===== src/rtl/arp_eth_rx_pkg.sv =====
// Shared constants for the ARP-over-Ethernet receive parser: FSM encoding,
// fixed ARP header geometry and the Ethernet/IPv4 address length check.
package arp_eth_rx_pkg;

  localparam logic [1:0] STATE_IDLE        = 2'd0;
  localparam logic [1:0] STATE_READ_HEADER = 2'd1;
  localparam logic [1:0] STATE_WAIT_LAST   = 2'd2;

  localparam int         ARP_HDR_LEN   = 28;
  localparam logic [7:0] ARP_HLEN_ETH  = 8'd6;
  localparam logic [7:0] ARP_PLEN_IPV4 = 8'd4;
  localparam logic [7:0] ARP_LAST_PTR  = 8'(ARP_HDR_LEN - 1);

  function automatic logic isHeaderValid(input logic [7:0] hlen, input logic [7:0] plen);
    return (hlen == ARP_HLEN_ETH) && (plen == ARP_PLEN_IPV4);
  endfunction

endpackage


===== src/rtl/arp_eth_rx.sv =====
// ARP receive parser: takes an Ethernet header plus payload byte stream and
// presents the decoded 28-byte ARP header as one registered output frame.
module arp_eth_rx
  import arp_eth_rx_pkg::*;
(
  input  logic        clk,
  input  logic        rst_n,
  input  logic        s_eth_hdr_valid,
  output logic        s_eth_hdr_ready,
  input  logic [47:0] s_eth_dest_mac,
  input  logic [47:0] s_eth_src_mac,
  input  logic [15:0] s_eth_type,
  input  logic [7:0]  s_eth_payload_axis_tdata,
  input  logic        s_eth_payload_axis_tvalid,
  output logic        s_eth_payload_axis_tready,
  input  logic        s_eth_payload_axis_tlast,
  input  logic        s_eth_payload_axis_tuser,
  output logic        m_frame_valid,
  input  logic        m_frame_ready,
  output logic [47:0] m_eth_dest_mac,
  output logic [47:0] m_eth_src_mac,
  output logic [15:0] m_eth_type,
  output logic [15:0] m_arp_htype,
  output logic [15:0] m_arp_ptype,
  output logic [7:0]  m_arp_hlen,
  output logic [7:0]  m_arp_plen,
  output logic [15:0] m_arp_oper,
  output logic [47:0] m_arp_sha,
  output logic [31:0] m_arp_spa,
  output logic [47:0] m_arp_tha,
  output logic [31:0] m_arp_tpa,
  output logic        busy,
  output logic        error_header_early_termination,
  output logic        error_invalid_header
);

  logic [1:0]  r_state;
  logic [1:0]  w_state_next;
  logic [7:0]  r_ptr;
  logic        r_idle;
  logic        r_active;
  logic        r_frame_valid;
  logic        r_err_early;
  logic        r_err_invalid;

  logic [47:0] r_sh_dest, r_sh_src, r_sh_sha, r_sh_tha;
  logic [15:0] r_sh_type, r_sh_htype, r_sh_ptype, r_sh_oper;
  logic [7:0]  r_sh_hlen, r_sh_plen;
  logic [31:0] r_sh_spa, r_sh_tpa;

  logic [47:0] r_m_dest, r_m_src, r_m_sha, r_m_tha;
  logic [15:0] r_m_type, r_m_htype, r_m_ptype, r_m_oper;
  logic [7:0]  r_m_hlen, r_m_plen;
  logic [31:0] r_m_spa, r_m_tpa;

  logic        w_hdr_ready;
  logic        w_hdr_hs;
  logic        w_beat;
  logic        w_last_ptr;
  logic        w_complete;
  logic        w_early;
  logic        w_hdr_ok;
  logic        w_frame_ok;
  logic        w_frame_bad;
  logic [31:0] w_tpa_final;

  // Ready is registered from the next state, then qualified in-cycle so a
  // pending frame and a new header can hand off on the same edge.
  assign w_hdr_ready = r_idle && (!r_frame_valid || m_frame_ready);
  assign w_hdr_hs    = s_eth_hdr_valid && w_hdr_ready;
  assign w_beat      = s_eth_payload_axis_tvalid && r_active;
  assign w_last_ptr  = (r_ptr == ARP_LAST_PTR);
  assign w_complete  = w_beat && s_eth_payload_axis_tlast &&
                       (((r_state == STATE_READ_HEADER) && w_last_ptr) ||
                        (r_state == STATE_WAIT_LAST));
  assign w_early     = w_beat && s_eth_payload_axis_tlast &&
                       (r_state == STATE_READ_HEADER) && !w_last_ptr;
  assign w_hdr_ok    = isHeaderValid(r_sh_hlen, r_sh_plen);
  assign w_frame_ok  = w_complete && !s_eth_payload_axis_tuser && w_hdr_ok;
  assign w_frame_bad = w_complete && !s_eth_payload_axis_tuser && !w_hdr_ok;
  assign w_tpa_final = (r_state == STATE_READ_HEADER) ?
                       {r_sh_tpa[23:0], s_eth_payload_axis_tdata} : r_sh_tpa;

  always_comb begin
    w_state_next = r_state;
    case (r_state)
      STATE_IDLE: begin
        if (w_hdr_hs) w_state_next = STATE_READ_HEADER;
      end
      STATE_READ_HEADER: begin
        if (w_beat) begin
          if (s_eth_payload_axis_tlast) w_state_next = STATE_IDLE;
          else if (w_last_ptr)          w_state_next = STATE_WAIT_LAST;
        end
      end
      STATE_WAIT_LAST: begin
        if (w_beat && s_eth_payload_axis_tlast) w_state_next = STATE_IDLE;
      end
      default: w_state_next = STATE_IDLE;
    endcase
  end

  always_ff @(posedge clk or negedge rst_n) begin
    if (!rst_n) begin
      r_state       <= STATE_IDLE;
      r_ptr         <= 8'd0;
      r_idle        <= 1'b0;
      r_active      <= 1'b0;
      r_frame_valid <= 1'b0;
      r_err_early   <= 1'b0;
      r_err_invalid <= 1'b0;
    end else begin
      r_state       <= w_state_next;
      r_idle        <= (w_state_next == STATE_IDLE);
      r_active      <= (w_state_next != STATE_IDLE);
      r_err_early   <= w_early;
      r_err_invalid <= w_frame_bad;
      if (w_hdr_hs)
        r_ptr <= 8'd0;
      else if ((r_state == STATE_READ_HEADER) && w_beat)
        r_ptr <= r_ptr + 8'd1;
      if (w_frame_ok)
        r_frame_valid <= 1'b1;
      else if (m_frame_ready)
        r_frame_valid <= 1'b0;
    end
  end

  // Multi-byte fields arrive MSB first, so each one is a left shift register.
  always_ff @(posedge clk or negedge rst_n) begin
    if (!rst_n) begin
      r_sh_dest  <= '0;
      r_sh_src   <= '0;
      r_sh_type  <= '0;
      r_sh_htype <= '0;
      r_sh_ptype <= '0;
      r_sh_hlen  <= '0;
      r_sh_plen  <= '0;
      r_sh_oper  <= '0;
      r_sh_sha   <= '0;
      r_sh_spa   <= '0;
      r_sh_tha   <= '0;
      r_sh_tpa   <= '0;
    end else begin
      if (w_hdr_hs) begin
        r_sh_dest <= s_eth_dest_mac;
        r_sh_src  <= s_eth_src_mac;
        r_sh_type <= s_eth_type;
      end
      if ((r_state == STATE_READ_HEADER) && w_beat) begin
        if (r_ptr <= 8'd1)
          r_sh_htype <= {r_sh_htype[7:0], s_eth_payload_axis_tdata};
        else if (r_ptr <= 8'd3)
          r_sh_ptype <= {r_sh_ptype[7:0], s_eth_payload_axis_tdata};
        else if (r_ptr == 8'd4)
          r_sh_hlen <= s_eth_payload_axis_tdata;
        else if (r_ptr == 8'd5)
          r_sh_plen <= s_eth_payload_axis_tdata;
        else if (r_ptr <= 8'd7)
          r_sh_oper <= {r_sh_oper[7:0], s_eth_payload_axis_tdata};
        else if (r_ptr <= 8'd13)
          r_sh_sha <= {r_sh_sha[39:0], s_eth_payload_axis_tdata};
        else if (r_ptr <= 8'd17)
          r_sh_spa <= {r_sh_spa[23:0], s_eth_payload_axis_tdata};
        else if (r_ptr <= 8'd23)
          r_sh_tha <= {r_sh_tha[39:0], s_eth_payload_axis_tdata};
        else if (r_ptr <= ARP_LAST_PTR)
          r_sh_tpa <= {r_sh_tpa[23:0], s_eth_payload_axis_tdata};
      end
    end
  end

  always_ff @(posedge clk or negedge rst_n) begin
    if (!rst_n) begin
      r_m_dest  <= '0;
      r_m_src   <= '0;
      r_m_type  <= '0;
      r_m_htype <= '0;
      r_m_ptype <= '0;
      r_m_hlen  <= '0;
      r_m_plen  <= '0;
      r_m_oper  <= '0;
      r_m_sha   <= '0;
      r_m_spa   <= '0;
      r_m_tha   <= '0;
      r_m_tpa   <= '0;
    end else if (w_frame_ok) begin
      r_m_dest  <= r_sh_dest;
      r_m_src   <= r_sh_src;
      r_m_type  <= r_sh_type;
      r_m_htype <= r_sh_htype;
      r_m_ptype <= r_sh_ptype;
      r_m_hlen  <= r_sh_hlen;
      r_m_plen  <= r_sh_plen;
      r_m_oper  <= r_sh_oper;
      r_m_sha   <= r_sh_sha;
      r_m_spa   <= r_sh_spa;
      r_m_tha   <= r_sh_tha;
      r_m_tpa   <= w_tpa_final;
    end
  end

  assign s_eth_hdr_ready                = w_hdr_ready;
  assign s_eth_payload_axis_tready      = r_active;
  assign busy                           = r_active;
  assign m_frame_valid                  = r_frame_valid;
  assign error_header_early_termination = r_err_early;
  assign error_invalid_header           = r_err_invalid;
  assign m_eth_dest_mac                 = r_m_dest;
  assign m_eth_src_mac                  = r_m_src;
  assign m_eth_type                     = r_m_type;
  assign m_arp_htype                    = r_m_htype;
  assign m_arp_ptype                    = r_m_ptype;
  assign m_arp_hlen                     = r_m_hlen;
  assign m_arp_plen                     = r_m_plen;
  assign m_arp_oper                     = r_m_oper;
  assign m_arp_sha                      = r_m_sha;
  assign m_arp_spa                      = r_m_spa;
  assign m_arp_tha                      = r_m_tha;
  assign m_arp_tpa                      = r_m_tpa;

endmodule


===== config.mk =====
export PLATFORM = sky130hd
export DESIGN_NAME = arp_eth_rx
export DESIGN_NICKNAME = d
export VERILOG_FILES = /design/src/rtl/arp_eth_rx_pkg.sv /design/src/rtl/arp_eth_rx.sv
export SDC_FILE = /design/constraint.sdc
export NUM_CORES = 1
export LEC_CHECK = 0
export ABC_AREA = 1
export CORE_MARGIN = 2
export CORE_UTILIZATION = 53
export DETAILED_ROUTE_END_ITERATION = 6
export MAX_ROUTING_LAYER = met4
export PLACE_DENSITY_LB_ADDON = 0.1
export SLEW_MARGIN = 40
export SYNTH_ARGS = -nofsm -noshare
export SYNTH_HDL_FRONTEND = slang
export SYNTH_SLANG_ARGS = --single-unit
export TNS_END_PERCENT = 10

===== constraint.sdc =====
create_clock -name clk -period 2.4 [get_ports clk]
set_input_delay 0.48 -clock clk [delete_from_list [all_inputs] [get_ports clk]]
set_output_delay 0.48 -clock clk [all_outputs]
set_load 0.02 [all_outputs]

---- Word-level counts from Yosys, hierarchy flattened ----
Index checks and enable logic that the tools add are counted.
operators by class
  $add $sub $neg .......................... 1
  order comparisons ....................... 7
  eq/ne operators ......................... 7
  mux-type cells .......................... 11
  bitwise operators ....................... 8
  reduce and logical (&&, ||, !) cells .... 33
operator list
  operator               number
  $eq A8 B3 Y1 const B   4
  $mux W32               1
  $le A8 B5 Y1 const B   3
  $mux W8                2
  $logic_and A1 B1 Y1    13
  $mux W2                5
  $reduce_and A10 Y1     1
  $reduce_and A9 Y1      1
  $add A8 B1 Y8 const B  1
  $eq A8 B5 Y1 const B   1
  $le A8 B1 Y1 const B   1
  $le A8 B2 Y1 const B   1
  $le A8 B3 Y1 const B   1
  $le A8 B4 Y1 const B   1
  $not A1 Y1             8
  $reduce_and A8 Y1      1
  $reduce_and A7 Y1      1
  $pmux W2 S3            1
  $reduce_and A6 Y1      1
  $reduce_bool A2 Y1     3
  $reduce_and A5 Y1      1
  $logic_not A1 Y1       4
  $logic_not A2 Y1       2
  $reduce_and A4 Y1      1
  other kinds (6)        8
storage, ports and cells
  register bits ........................... 687
  output and inout bits ................... 342
  word-level logic and storage cells ...... 98

---- Depth between registers and ports, before layout ----
  depth after elaboration ................. 7
  depth in mapped cells ................... 12

---- Worst setup path before layout ----
No wires, ideal clock.
  path type ............................... input to register
  from .................................... input port m_frame_ready
  to ...................................... register r_sh_dest[0]
  arrival time ............................ 1.711 ns
  data required time ...................... 2.334 ns
  setup slack ............................. 0.623 ns
  stages on the path ...................... 9
  cell sequence ........................... inv_1 nand2_1 and2_1 nand2_1 clkinv_1 clkbuf_1 clkbuf_1 nand2_1 nand2_1
between the ends
  longest elaborated chain between the ends .. 3
ends and longest elaborated chain
  item                       RTL line           text
  from (decl)                arp_eth_rx.sv:19   input logic m_frame_ready,
  $logic_or A1 B1 Y1         arp_eth_rx.sv:69   assign w_hdr_ready = r_idle && (!r_frame_valid || m_frame_ready);
  $logic_and A1 B1 Y1        arp_eth_rx.sv:69
  named net s_eth_hdr_ready  arp_eth_rx.sv:9    output logic s_eth_hdr_ready,
  $logic_and A1 B1 Y1        arp_eth_rx.sv:70   assign w_hdr_hs = s_eth_hdr_valid && w_hdr_ready;
  to (signal assigned)       arp_eth_rx.sv:146  r_sh_dest <= s_eth_dest_mac;
  to (decl)                  arp_eth_rx.sv:46   logic [47:0] r_sh_dest, r_sh_src, r_sh_sha, r_sh_tha;
The timed path passes the listed nets, and every way through them passes these cells.
A chain may end at the register's enable or synchronous reset.

---- Worst setup path after layout ----
  from .................................... register r_active, in the netlist busy
  to ...................................... output port s_eth_payload_axis_tready
RTL lines
  item                    RTL line           text
  from (decl)             arp_eth_rx.sv:41   logic r_active;
  from (signal assigned)  arp_eth_rx.sv:115  r_active <= (w_state_next != STATE_IDLE);
  to (decl)               arp_eth_rx.sv:15   output logic s_eth_payload_axis_tready,
No word-level cell between the ends.

==> results_dict.tcl <==
set metrics [dict create \
    status "complete, but fails checks" \
    violations "DRC" \
    dp_hpwl_mm 54.4 \
    worstRegToRegCells 9 \
    worst_setup_path_end_kind "output port" \
    start_kind "register" \
    grt_pass1_wl_mm 130 \
    n_fill_cell 3855 \
    switching_share_pct 26.4 \
    critPathKind "reg -> out" \
    layout_min_cycle_time_ns 2.33 \
    die_area_sq_um 54100 \
    synth_area_per_cell_sq_um 8.97 \
    routed-via-count 23800 \
    die_y_um 233 \
    postSynthCellCount 3089 \
    synth_fp_nets 3220 \
    gp_congestion 0.900 \
    drv_cap 0 \
    p_comb_share_pct 12.0 \
    min_period_over_period_pct 97.1 \
    cts_inserted_buffers 72 \
    regArea_sq_um 17200 \
    drt_iter0_markers 2546 \
    h-tree-depth 3 \
    fin_nets 3634 \
    cts_tree "built" \
    synth-seq-area-share_pct 62.1 \
    antenna_found_initial 7 \
    clkLatencyLatePin_ns 0.60 \
    grt-ovfl-total 0 \
    power_report.internal_total_mw 21.3 \
    power_frac_seq_pct 47.7 \
    clock_power_share_pct 40.2 \
    p_sw_mw 7.67 \
    syn_area_sq_um 27700 \
    hold-worst-slack_ns 0.405 \
    min_path_type "in -> async" \
    setup_tns_ns 0 \
    crit_arrival_ns 1.85 \
    relSlewSlack_pct 51.2 \
    io_buffers 468 \
    drive_gt1_share_pct 7.03 \
    wl_mm 82.6 \
    coreArea_sq_um 51500 \
    power_leakage_nw 18.6 \
    ant_nets 0 \
    pwr_density_cell_nw_per_um2 801 \
    cts_sinks 687 \
    clock-root-buffer "clkbuf_16" \
    post_cts_buffers 0 \
    grt_usage_pct 31.5 \
    area_growth_pct 30.7 \
    cp_max_fo 3 \
    fin_skew_ns 0.0130 \
    std_cell_rows 83 \
    peakVddDrop_v 0.000695 \
    routedWlPerCell_um 19.5 \
    yosys_warnings 0 \
    max_freq_ghz 0.429 \
    drv_slew 0 \
    multi_input_area_sq_um 9180 \
    via_per_inst 5.60 \
    start_util_pct 53.8 \
    grt_max_degree 146 \
    drc_errors 1 \
    worst_slew_pin_slew_ns 0.732 \
    rrSetupSlack_ns 0.10 \
    clk_pin_slew_worst_paths_ns 0.06 \
    hold_viol 0 \
    num_io_pins 469 \
    critPathRequiredTime_ns 1.92 \
    setup_viol 0 \
    die_w_um 233 \
    power_mw 29.0 \
    grt_pass1_vias 23200 \
    rsz0062_at_grt "no" \
    synth_cell_types 27 \
    drt_first_pass_iters 7 \
    synth-seq-cells 687 \
    clockBufferDepth 3 \
]
-- path summary, 6_finish.rpt --
path | end | from
max | s_eth_payload_axis_tready | busy$_DFF_PN0_
min | m_eth_src_mac[28]$_DFFE_PN0P_ | rst_n
max reg2reg | m_arp_tpa[10]$_DFFE_PN0P_ | r_ptr[0]$_DFFE_PN0P_
min reg2reg | m_eth_dest_mac[3]$_DFFE_PN0P_ | m_eth_dest_mac[3]$_DFFE_PN0P_
max in group asynchronous | m_arp_hlen[7]$_DFFE_PN0P_ | rst_n
min in group clk | r_sh_dest[27]$_DFFE_PN0N_ | s_eth_dest_mac[27]
-- worst max-delay path, cell delays in order, from the launching register on --
cell and delay, ns:
dfrtp_2 0.47, buf_4 0.18, clkdlybuf4s50_1 0.60
-- registers in the layout (all words and copies together), names as in the netlist, 32 cells and up --
signal,flops
r_sh_src,48
r_sh_tpa,32
r_sh_dest,48
r_sh_tha,48
m_arp_sha,48
m_eth_src_mac,48
m_arp_tha,48
r_sh_sha,48
m_eth_dest_mac,48
r_sh_spa,32
m_arp_tpa,32
m_arp_spa,32
-- area by class of cell --
| class | count | share of cell area, % |
|---|---|---|
| Clock inverter | 22 | 0.822 |
| Clock buffer | 106 | 6.09 |
| Sequential cell | 687 | 47.5 |
| Multi-Input combinational cell | 2072 | 25.3 |
| Antenna cell | 7 | 0.0484 |
| Tap cell | 680 | 2.35 |
| Timing Repair Buffer | 576 | 16.9 |
| Inverter | 94 | 0.978 |
-- logic make-up (layout without fill, tap and decap cells) --
group	Yosys count	count (layout)	synth area share [%]
simple gates	1920	1920	29.9
flops	687	687	62.1
buf+inv	330	798	5.16
compound gates	148	148	2.75
fa+ha+maj	4	4	0.181
other cells	0	7	0
-- layer usage --
layer | wire length, um | GRT usage [%] | up-vias
li1 | - | - | 10900
met1 | 33700 | 42.0 | 11700
met2 | 40100 | 49.8 | 996
met3 | 6100 | 5.02 | 160
met4 | 2640 | 10.8 | 0
met5 | 0 | - | -
-- Yosys cell counts, drive strengths merged --
| cell type | instances | share of area [%] |
|---|---|---|
| nand2 | 1417 | 19 |
| a21oi | 6 | 0.11 |
| o2111ai | 1 | 0.054 |
| o21ai | 137 | 2.5 |
| nand4 | 355 | 8.0 |
| dfrtp | 687 | 62 |
| o211ai | 1 | 0.027 |
| a211oi | 2 | 0.054 |
| ha | 4 | 0.18 |
| buf | 162 | 2.9 |
| nor2 | 32 | 0.48 |
| and2 | 1 | 0.023 |
| clkbuf | 74 | 1.0 |
| nand3 | 110 | 2.0 |
| or2 | 1 | 0.023 |
| a31oi | 1 | 0.023 |
| inv | 93 | 1.3 |
| nor3 | 4 | 0.090 |
| clkinv | 1 | 0.014 |
-- through the flow --
stage,instances,instance area (sq um),worst slack (ns),utilization [%]
after global routing,4244,36200,0.0142,70.3
after global placement,4107,33600,0.0312,65.3
after detailed placement,4107,33600,0.0533,65.3
after CTS,4236,36200,0.0208,70.2
after floorplan,3089,27700,0.623,-
final,4244,36200,0.0701,70.3
-- layout by cell type, fill, tap and decap left out, drive strengths merged --
cell type,count
clkinvlp,2
bufinv,7
clkdlybuf4s50,466
nand4,355
nand2,1417
nor2,32
ha,4
a21oi,6
o21ai,137
clkbuf,107
dlygate4sd3,1
nand3,110
inv,95
o2111ai,1
a211oi,2
nor3,4
and2,1
clkinv,12
diode,7
buf,107
dfrtp,687
o211ai,1
a31oi,1
or2,1
dlymetal6s2s,1
-- timing repair --
action,in CTS,in global routing
endpoints found under the setup margin,1,80
cloned,0,1
hold buffers,1,0
hold endpoints to repair,42,0
resized for setup,1,4
-- power by group through the flow --
stage	Sequential (mW)	Clock (mW)	Combinational, mW
floorplan	13.8	0	2.03
global placement	13.9	0	3.33
detailed placement	14.0	0	3.43
CTS	13.8	11.8	3.50
global route	14.0	12.4	3.94
finish	13.9	11.7	3.49
(Power assumes the default switching activity.)
